`config.mk`:
```
export PLATFORM = sky130hd
export DESIGN_NAME = alu_issue_ctrl
export DESIGN_NICKNAME = d
export VERILOG_FILES = /design/src/rtl/alu_issue_ctrl.sv
export SDC_FILE = /design/constraint.sdc
export NUM_CORES = 1
export LEC_CHECK = 0
export CORE_MARGIN = 3
export CORE_UTILIZATION = 49
export DETAILED_ROUTE_END_ITERATION = 8
export PLACE_DENSITY = 0.75
export SLEW_MARGIN = 40
export SYNTH_ARGS = -nofsm -noshare
export SYNTH_HDL_FRONTEND = slang
export SYNTH_SLANG_ARGS = --single-unit
```
`constraint.sdc`:
```
create_clock -name clk -period 2.8 [get_ports clk]
set_input_delay 0.84 -clock clk [delete_from_list [all_inputs] [get_ports clk]]
set_output_delay 0.84 -clock clk [all_outputs]
set_load 0.01 [all_outputs]
```
`src/rtl/alu_issue_ctrl.sv`:
```
// Single-issue operand-fetch / writeback controller for the 16-bit alu (IDLE -> EXEC -> WB).
// Optional macro ALU_DIV0_TRAP_EN: trap divide-by-zero (no writeback) instead of writing 16'hFFFF.
module alu_issue_ctrl #(
  parameter int NREGS = 8,
  parameter int RAW   = 3
) (
  input  logic           clk,
  input  logic           rst_n,
  input  logic           cmd_valid,
  output logic           cmd_ready,
  input  logic [3:0]     cmd_opcode,
  input  logic [RAW-1:0] cmd_rd,
  input  logic [RAW-1:0] cmd_rs1,
  input  logic [RAW-1:0] cmd_rs2,
  input  logic           cmd_use_imm,
  input  logic [15:0]    cmd_imm,
  output logic [15:0]    alu_a,
  output logic [15:0]    alu_b,
  output logic [3:0]     alu_opcode,
  input  logic [15:0]    alu_op,
  input  logic [4:0]     alu_flags,
  output logic           res_valid,
  output logic [15:0]    res_data,
  output logic [RAW-1:0] res_rd,
  output logic [4:0]     flags,
  output logic           err_div0,
  input  logic [RAW-1:0] dbg_raddr,
  output logic [15:0]    dbg_rdata
);

  localparam int         DATA_W = 16;
  localparam logic [3:0] OP_DIV = 4'b0011;
`ifdef ALU_DIV0_TRAP_EN
  localparam bit TRAP_EN = 1'b1;
`else
  localparam bit TRAP_EN = 1'b0;
`endif

  typedef enum logic [1:0] {IDLE = 2'd0, EXEC = 2'd1, WB = 2'd2} state_t;

  state_t            state, state_nxt;
  logic [DATA_W-1:0] regs [NREGS];
  logic [RAW-1:0]    rd_p1;
  logic [4:0]        flags_hold_p2;
  logic              div0_p1, div0_p2;
  logic              accept;

  assign accept    = cmd_valid && cmd_ready;
  assign div0_p1   = (alu_opcode == OP_DIV) && (alu_b == '0);
  assign dbg_rdata = regs[dbg_raddr];

  always_ff @(posedge clk or negedge rst_n) begin
    if (!rst_n) state <= IDLE;
    else        state <= state_nxt;
  end

  always_comb begin
    state_nxt = state;
    cmd_ready = 1'b0;
    case (state)
      IDLE: begin
        cmd_ready = 1'b1;
        if (cmd_valid) state_nxt = EXEC;
      end
      EXEC:    state_nxt = WB;
      WB:      state_nxt = IDLE;
      default: state_nxt = IDLE;
    endcase
  end

  always_ff @(posedge clk or negedge rst_n) begin
    if (!rst_n) begin
      for (int i = 0; i < NREGS; i++) regs[i] <= '0;
      rd_p1         <= '0;
      alu_a         <= '0;
      alu_b         <= '0;
      alu_opcode    <= '0;
      res_data      <= '0;
      res_rd        <= '0;
      res_valid     <= 1'b0;
      flags_hold_p2 <= '0;
      div0_p2       <= 1'b0;
      flags         <= '0;
    end else begin
      case (state)
        // p0 -> p1: operand fetch at accept
        IDLE: begin
          if (accept) begin
            rd_p1      <= cmd_rd;
            alu_a      <= regs[cmd_rs1];
            alu_b      <= cmd_use_imm ? cmd_imm : regs[cmd_rs2];
            alu_opcode <= cmd_opcode;
          end
        end
        // p1 -> p2: capture alu result and flags
        EXEC: begin
          res_data      <= (div0_p1 && !TRAP_EN) ? {DATA_W{1'b1}} : alu_op;
          res_rd        <= rd_p1;
          flags_hold_p2 <= alu_flags;
          div0_p2       <= div0_p1;
          res_valid     <= !(TRAP_EN && div0_p1);
        end
        // p2 -> architectural state: register and flag writeback
        WB: begin
          res_valid <= 1'b0;
          if (!(TRAP_EN && div0_p2)) regs[res_rd] <= res_data;
          if (!div0_p2) flags <= flags_hold_p2;
        end
        default: ;
      endcase
    end
  end

`ifdef ALU_DIV0_TRAP_EN
  always_ff @(posedge clk or negedge rst_n) begin
    if (!rst_n) err_div0 <= 1'b0;
    else        err_div0 <= (state == EXEC) && div0_p1;
  end
`else
  assign err_div0 = 1'b0;
`endif

endmodule
```
Yosys cells after proc, flatten, opt, wreduce, memory -nomap -nowiden
Cells that the tools add are included.
Widths: inputs -> output; s select.
{ "classes": {"n_eq_ne": 4, "order_cmp": 5, "muxes": 18, "reduce_logical": 8, "bitwise": 5} }
{ "ops": {"columns": ["cell", "n"], "rows": [
  ["$bmux 16 s3", 3],
  ["$mux 16", 9],
  ["$bwmux 128", 1],
  ["$demux 16 s3", 1],
  ["$ge 4x4->1 const B", 4],
  ["$logic_not 16->1", 1],
  ["$not 3->4", 4],
  ["$eq 4x2->1 const B", 1],
  ["$lt 4x1->1 const B", 1],
  ["$pmux 2 s2", 1],
  ["$reduce_and 2->1", 2],
  ["$logic_and 1x1->1", 3],
  ["$eq 2x1->1 const B", 1],
  ["$eq 2x2->1 const B", 1],
  ["$logic_not 2->1", 1],
  ["$mux 2", 1],
  ["$ne 2x2->1 const B", 1],
  ["$pmux 1 s2", 1],
  ["$reduce_bool 2->1", 1],
  ["$mux 1", 1],
  ["$not 1->1", 1]
]} }
{ "totals": {"ff_bits": 200, "word_cells": 59, "in_bits": 57, "out_inout_bits": 79} }

Longest topological paths before layout
{ "logic_depth": {"word_depth": 6, "ltp_mapped": 8, "ltp_nobuf": 6} }

Least setup slack after synthesis
Ideal clock, no wire load.
{ "synth_timing": {"path_type": "in2out", "start": "input port dbg_raddr[0]", "end": "output port dbg_rdata[0]", "n_path_buf": 2, "arrival_time_ns": 1.994, "setup_slack_ns": -0.034, "cell_stages": 4, "cell_sequence": "buf_2 -> buf_4 -> mux4_2 -> mux2_2"} }
{ "synth_via": {"elab_chain_len": 4} }
{ "synth_lines": {"columns": ["element", "line", "source"], "rows": [
  ["from (decl)", "27", "input logic [RAW-1:0] dbg_raddr,"],
  ["$not 3->4 (not written as such)", "50", "assign dbg_rdata = regs[dbg_raddr];"],
  ["$bmux 16 s3", "50", null],
  ["$mux 16 (not written as such) (2 in series)", "50", null],
  ["to (decl)", "28", "output logic [15:0] dbg_rdata"]
]} }
No other way between the ends. The select of a mux whose other input is x is not followed.

Final worst setup path
{ "layout_timing": {"start": "input port dbg_raddr[0]", "end": "output port dbg_rdata[4]"} }
The elaborated chain is that of the path after synthesis.

==> results.ini <==
[outcome]
outcome=finished with violations
violations=negative setup slack

[floorplan]
row_count=53
io_pins=136
start_util_pct=50.7
coreArea_um2=21400
dieArea_um2=24000
fp.dieW_um=155
die_h_um=155

[worst_setup_path]
cpMostUsedCell=buf_12
critPathArrivalTime_ps=2070
crit_family=multiplexers
critical-path-max-stage-delay_ps=530
crit_type=input port to primary output
crit_buf_inv=3
worst_setup_path_end_kind=primary output
crit_chain=buf_12 > buf_12 > mux4_2 > mux2_4 > buf_6
reg2reg_setup_slack_ps=650
start_kind=input port
cp_slowest_cell=mux4_2
required_ps=1960
cp_max_fo=8

[clock_network]
htree_num_levels=4
clkTransAtPathRegs_ps=70
clk-insertion-delay-late_ps=440
cts_tree=yes
cts.sink_count=200
hold_buffers=0
cts_buffers=17
root_buffer=clkbuf_16
clock_path_buffers=2

[sta]
max_slew.worst_pin.slew_ps=600
hold_ws_ps=358
timing.setup.tns_ps=-1270
hold_violations=0
clock.fmax_mhz=344
period_share_pct=104
slew_violations=0
finalSetupViolCount=16
setup_ws_ps=-110
slew_headroom_pct=59.6
skew_ps=10.9
finalCriticalPeriod_ps=2910
rsz0062_at_grt=true

[logic_synthesis]
syn-cell-area_um2=10900
synthFlopType=dfrtp_1
ys_ff_latch=200
ys_warn_count=0
synth_cell_type_count=39
syn_avg_cell_area_um2=12.8
synthArstFlopShare_pct=100
syn_nets=913
syn_inst=851
synth-edff-count=0
ys_seq_area_share_pct=46.1

[route]
vias_per_cell=6.15
highest-signal-layer=met4
dr.pass1.iters=5
drtAntennaViolNets=0
routedWlPerCell_um=24.0
vias=7854
wl_met1_um=13400
drt_iter0_drc=735
wl_um=30600
met3WireLength_um=2070
drc_errors=0
wl_met2_um=14300

[finish]
diodes=0
synthToLayoutAreaGrowth_pct=24.6
final_layout_size_suffix_gt1_share_pct=33.0
final_nets=1051

[grt]
globalRouteOverflowTotal=0
antenna_found_initial=0
grtUsageTotal_pct=25.9
grt_pass1_vias=8101
grt_max_degree=53
grt_pass1_wl_um=47500

[power_and_ir_drop]
p_leak_uw=0.00613
powerDensity_nw_per_um2=1040
p_clk_share_pct=18.7
power_frac_seq_pct=41.2
comb_power_share_pct=40.1
switching_share_pct=35.7
p_sw_uw=5000
vdd_drop_max_v=0.000492
p_int_uw=9000

[place]
port_buffers=134
place_hpwl_um=18800
place_congestion=0.857

[job]
drv_cap=0

[min_path]
hold_path_class=input port to async pin

[sequential cells by signal, indices dropped and copies added, names as in the netlist]
signal         cells
res_rd             3
res_data          16
flags_hold_p2      5
regs             128
res_valid          1
div0_p2            1
state              2
alu_a             16
rd_p1              3
alu_b             16
flags              5
alu_opcode         4
[metal layers]
metal  global-route usage, %  vias up
met5                       0        -
met4                    9.29        0
met3                    5.65       57
met2                    41.2      325
met1                    35.2     4014
li1                        -     3458
[power by group through the flow]
stage / Combinational [uW] / Clock (uW) / Sequential [uW]
5_1_grt: 6060 / 2760 / 5970
4_1_cts: 5640 / 2650 / 5720
2_1_floorplan: 3330 / 0 / 5400
3_5_place_dp: 5430 / 0 / 5760
3_3_place_gp: 5300 / 0 / 5710
6_report: 5620 / 2610 / 5760
[cell usage after synthesis (2+ instances only)]
| cell type | count | share of area [%] |
|---|---|---|
| mux2i_1 | 125 | 12 |
| buf_4 | 11 | 0.76 |
| nor2_1 | 18 | 0.62 |
| o22ai_1 | 32 | 1.8 |
| nand2b_1 | 3 | 0.17 |
| nor4_1 | 2 | 0.12 |
| ha_1 | 5 | 0.58 |
| mux2_1 | 3 | 0.31 |
| buf_2 | 17 | 0.78 |
| buf_6 | 6 | 0.62 |
| a22oi_1 | 32 | 2.2 |
| nor2b_1 | 3 | 0.17 |
| inv_1 | 4 | 0.14 |
| nand2_1 | 64 | 2.2 |
| and2_1 | 2 | 0.12 |
| nand2_2 | 10 | 0.58 |
| buf_1 | 5 | 0.17 |
| dfrtp_1 | 200 | 46 |
| and3_1 | 6 | 0.35 |
| nand4b_2 | 3 | 0.42 |
| o21ai_0 | 14 | 0.65 |
| a221o_1 | 5 | 0.46 |
| nor3b_4 | 2 | 0.35 |
| mux2_2 | 174 | 18 |
| a21oi_1 | 11 | 0.51 |
| nand3b_1 | 11 | 0.76 |
| nand3_1 | 16 | 0.74 |
| clkbuf_1 | 25 | 0.86 |
| mux4_2 | 32 | 6.6 |
[cell usage in the layout (no fill, tap or decap), types with 2 or more instances in the layout]
| cell type | Yosys | routed |
|---|---|---|
| o21ai_0 | 14 | 14 |
| and3_1 | 6 | 6 |
| nor3b_4 | 2 | 2 |
| o22ai_1 | 32 | 32 |
| inv_6 | 0 | 3 |
| buf_16 | 0 | 3 |
| inv_8 | 0 | 2 |
| nor2_1 | 18 | 18 |
| mux4_2 | 32 | 32 |
| mux2_4 | 0 | 16 |
| mux2_1 | 3 | 3 |
| a21oi_1 | 11 | 11 |
| buf_4 | 11 | 34 |
| mux2_2 | 174 | 158 |
| mux2i_1 | 125 | 125 |
| dfrtp_1 | 200 | 200 |
| nand4b_2 | 3 | 3 |
| nor4_1 | 2 | 2 |
| clkbuf_8 | 0 | 2 |
| a221o_1 | 5 | 5 |
| inv_1 | 4 | 4 |
| nand2_1 | 64 | 64 |
| nor2b_1 | 3 | 3 |
| clkbuf_16 | 0 | 17 |
| ha_1 | 5 | 4 |
| nand3b_1 | 11 | 11 |
| clkinv_4 | 0 | 3 |
| nand3_1 | 16 | 16 |
| clkinvlp_4 | 0 | 3 |
| a22oi_1 | 32 | 32 |
| bufinv_16 | 0 | 3 |
| buf_12 | 0 | 14 |
| nand2_2 | 10 | 10 |
| and2_1 | 2 | 2 |
| buf_6 | 6 | 16 |
| clkdlybuf4s50_1 | 0 | 112 |
| nand2b_1 | 3 | 3 |
[final cells by class]
| cell class | instances | area (um2) |
|---|---|---|
| Inverter | 4 | 15.0 |
| Clock inverter | 14 | 188 |
| Clock buffer | 18 | 439 |
| Timing Repair Buffer | 183 | 1980 |
| Multi-Input combinational cell | 583 | 5550 |
| Sequential cell | 200 | 5000 |
| Fill cell | 1635 | 7900 |
| Tap cell | 275 | 344 |
[what timing repair did]
item                                    in CTS  in global routing
hold endpoints to repair                     0                  0
setup buffers                                3                  0
resized for setup                          111                  0
endpoints found under the setup margin      16                 16
pin swaps                                    0                  0
cloned                                       4                  0
[worst paths after layout]
path / startpoint / endpoint / cells past startpoint
worst max register to register: state[0] / regs[106] / 6
min in group clk: alu_a[10] / alu_a[10] / 2
max in group asynchronous: rst_n / regs[112] / 2
worst min-delay path: rst_n / alu_a[3] / 1
worst max-delay path: dbg_raddr[0] / dbg_rdata[4] / 5
worst min register to register: alu_a[10] / alu_a[10] / 2
[kinds of logic (layout without fill, tap and decap cells)]
family / after synthesis / after routing / synth area share [%]
buffers and inverters: 68 / 219 / 3.34
adder cells (fa/ha/maj): 5 / 5 / 0.577
multiplexers: 334 / 334 / 36.5
AO/OA/AOI/OAI: 94 / 94 / 5.67
AND/OR/NAND/NOR: 149 / 149 / 7.71
flip-flops: 200 / 200 / 46.1
other: 1 / 1 / 0.0346
[per-stage QoR]
stage | setup WS [ps] | utilization, % | std cells | total power [uW] | area (um2)
floorplan | 19.2 | - | 851 | 8730 | 10900
global placement | -752 | 59.1 | 1238 | 11000 | 12700
detailed placement | -776 | 59.1 | 1238 | 11200 | 12700
CTS | -99.1 | 63.1 | 1277 | 14000 | 13500
global route | -142 | 63.1 | 1277 | 14800 | 13500
finish | -110 | 63.1 | 1277 | 14000 | 13500
Note: power is estimated with default switching activity, not from simulation.
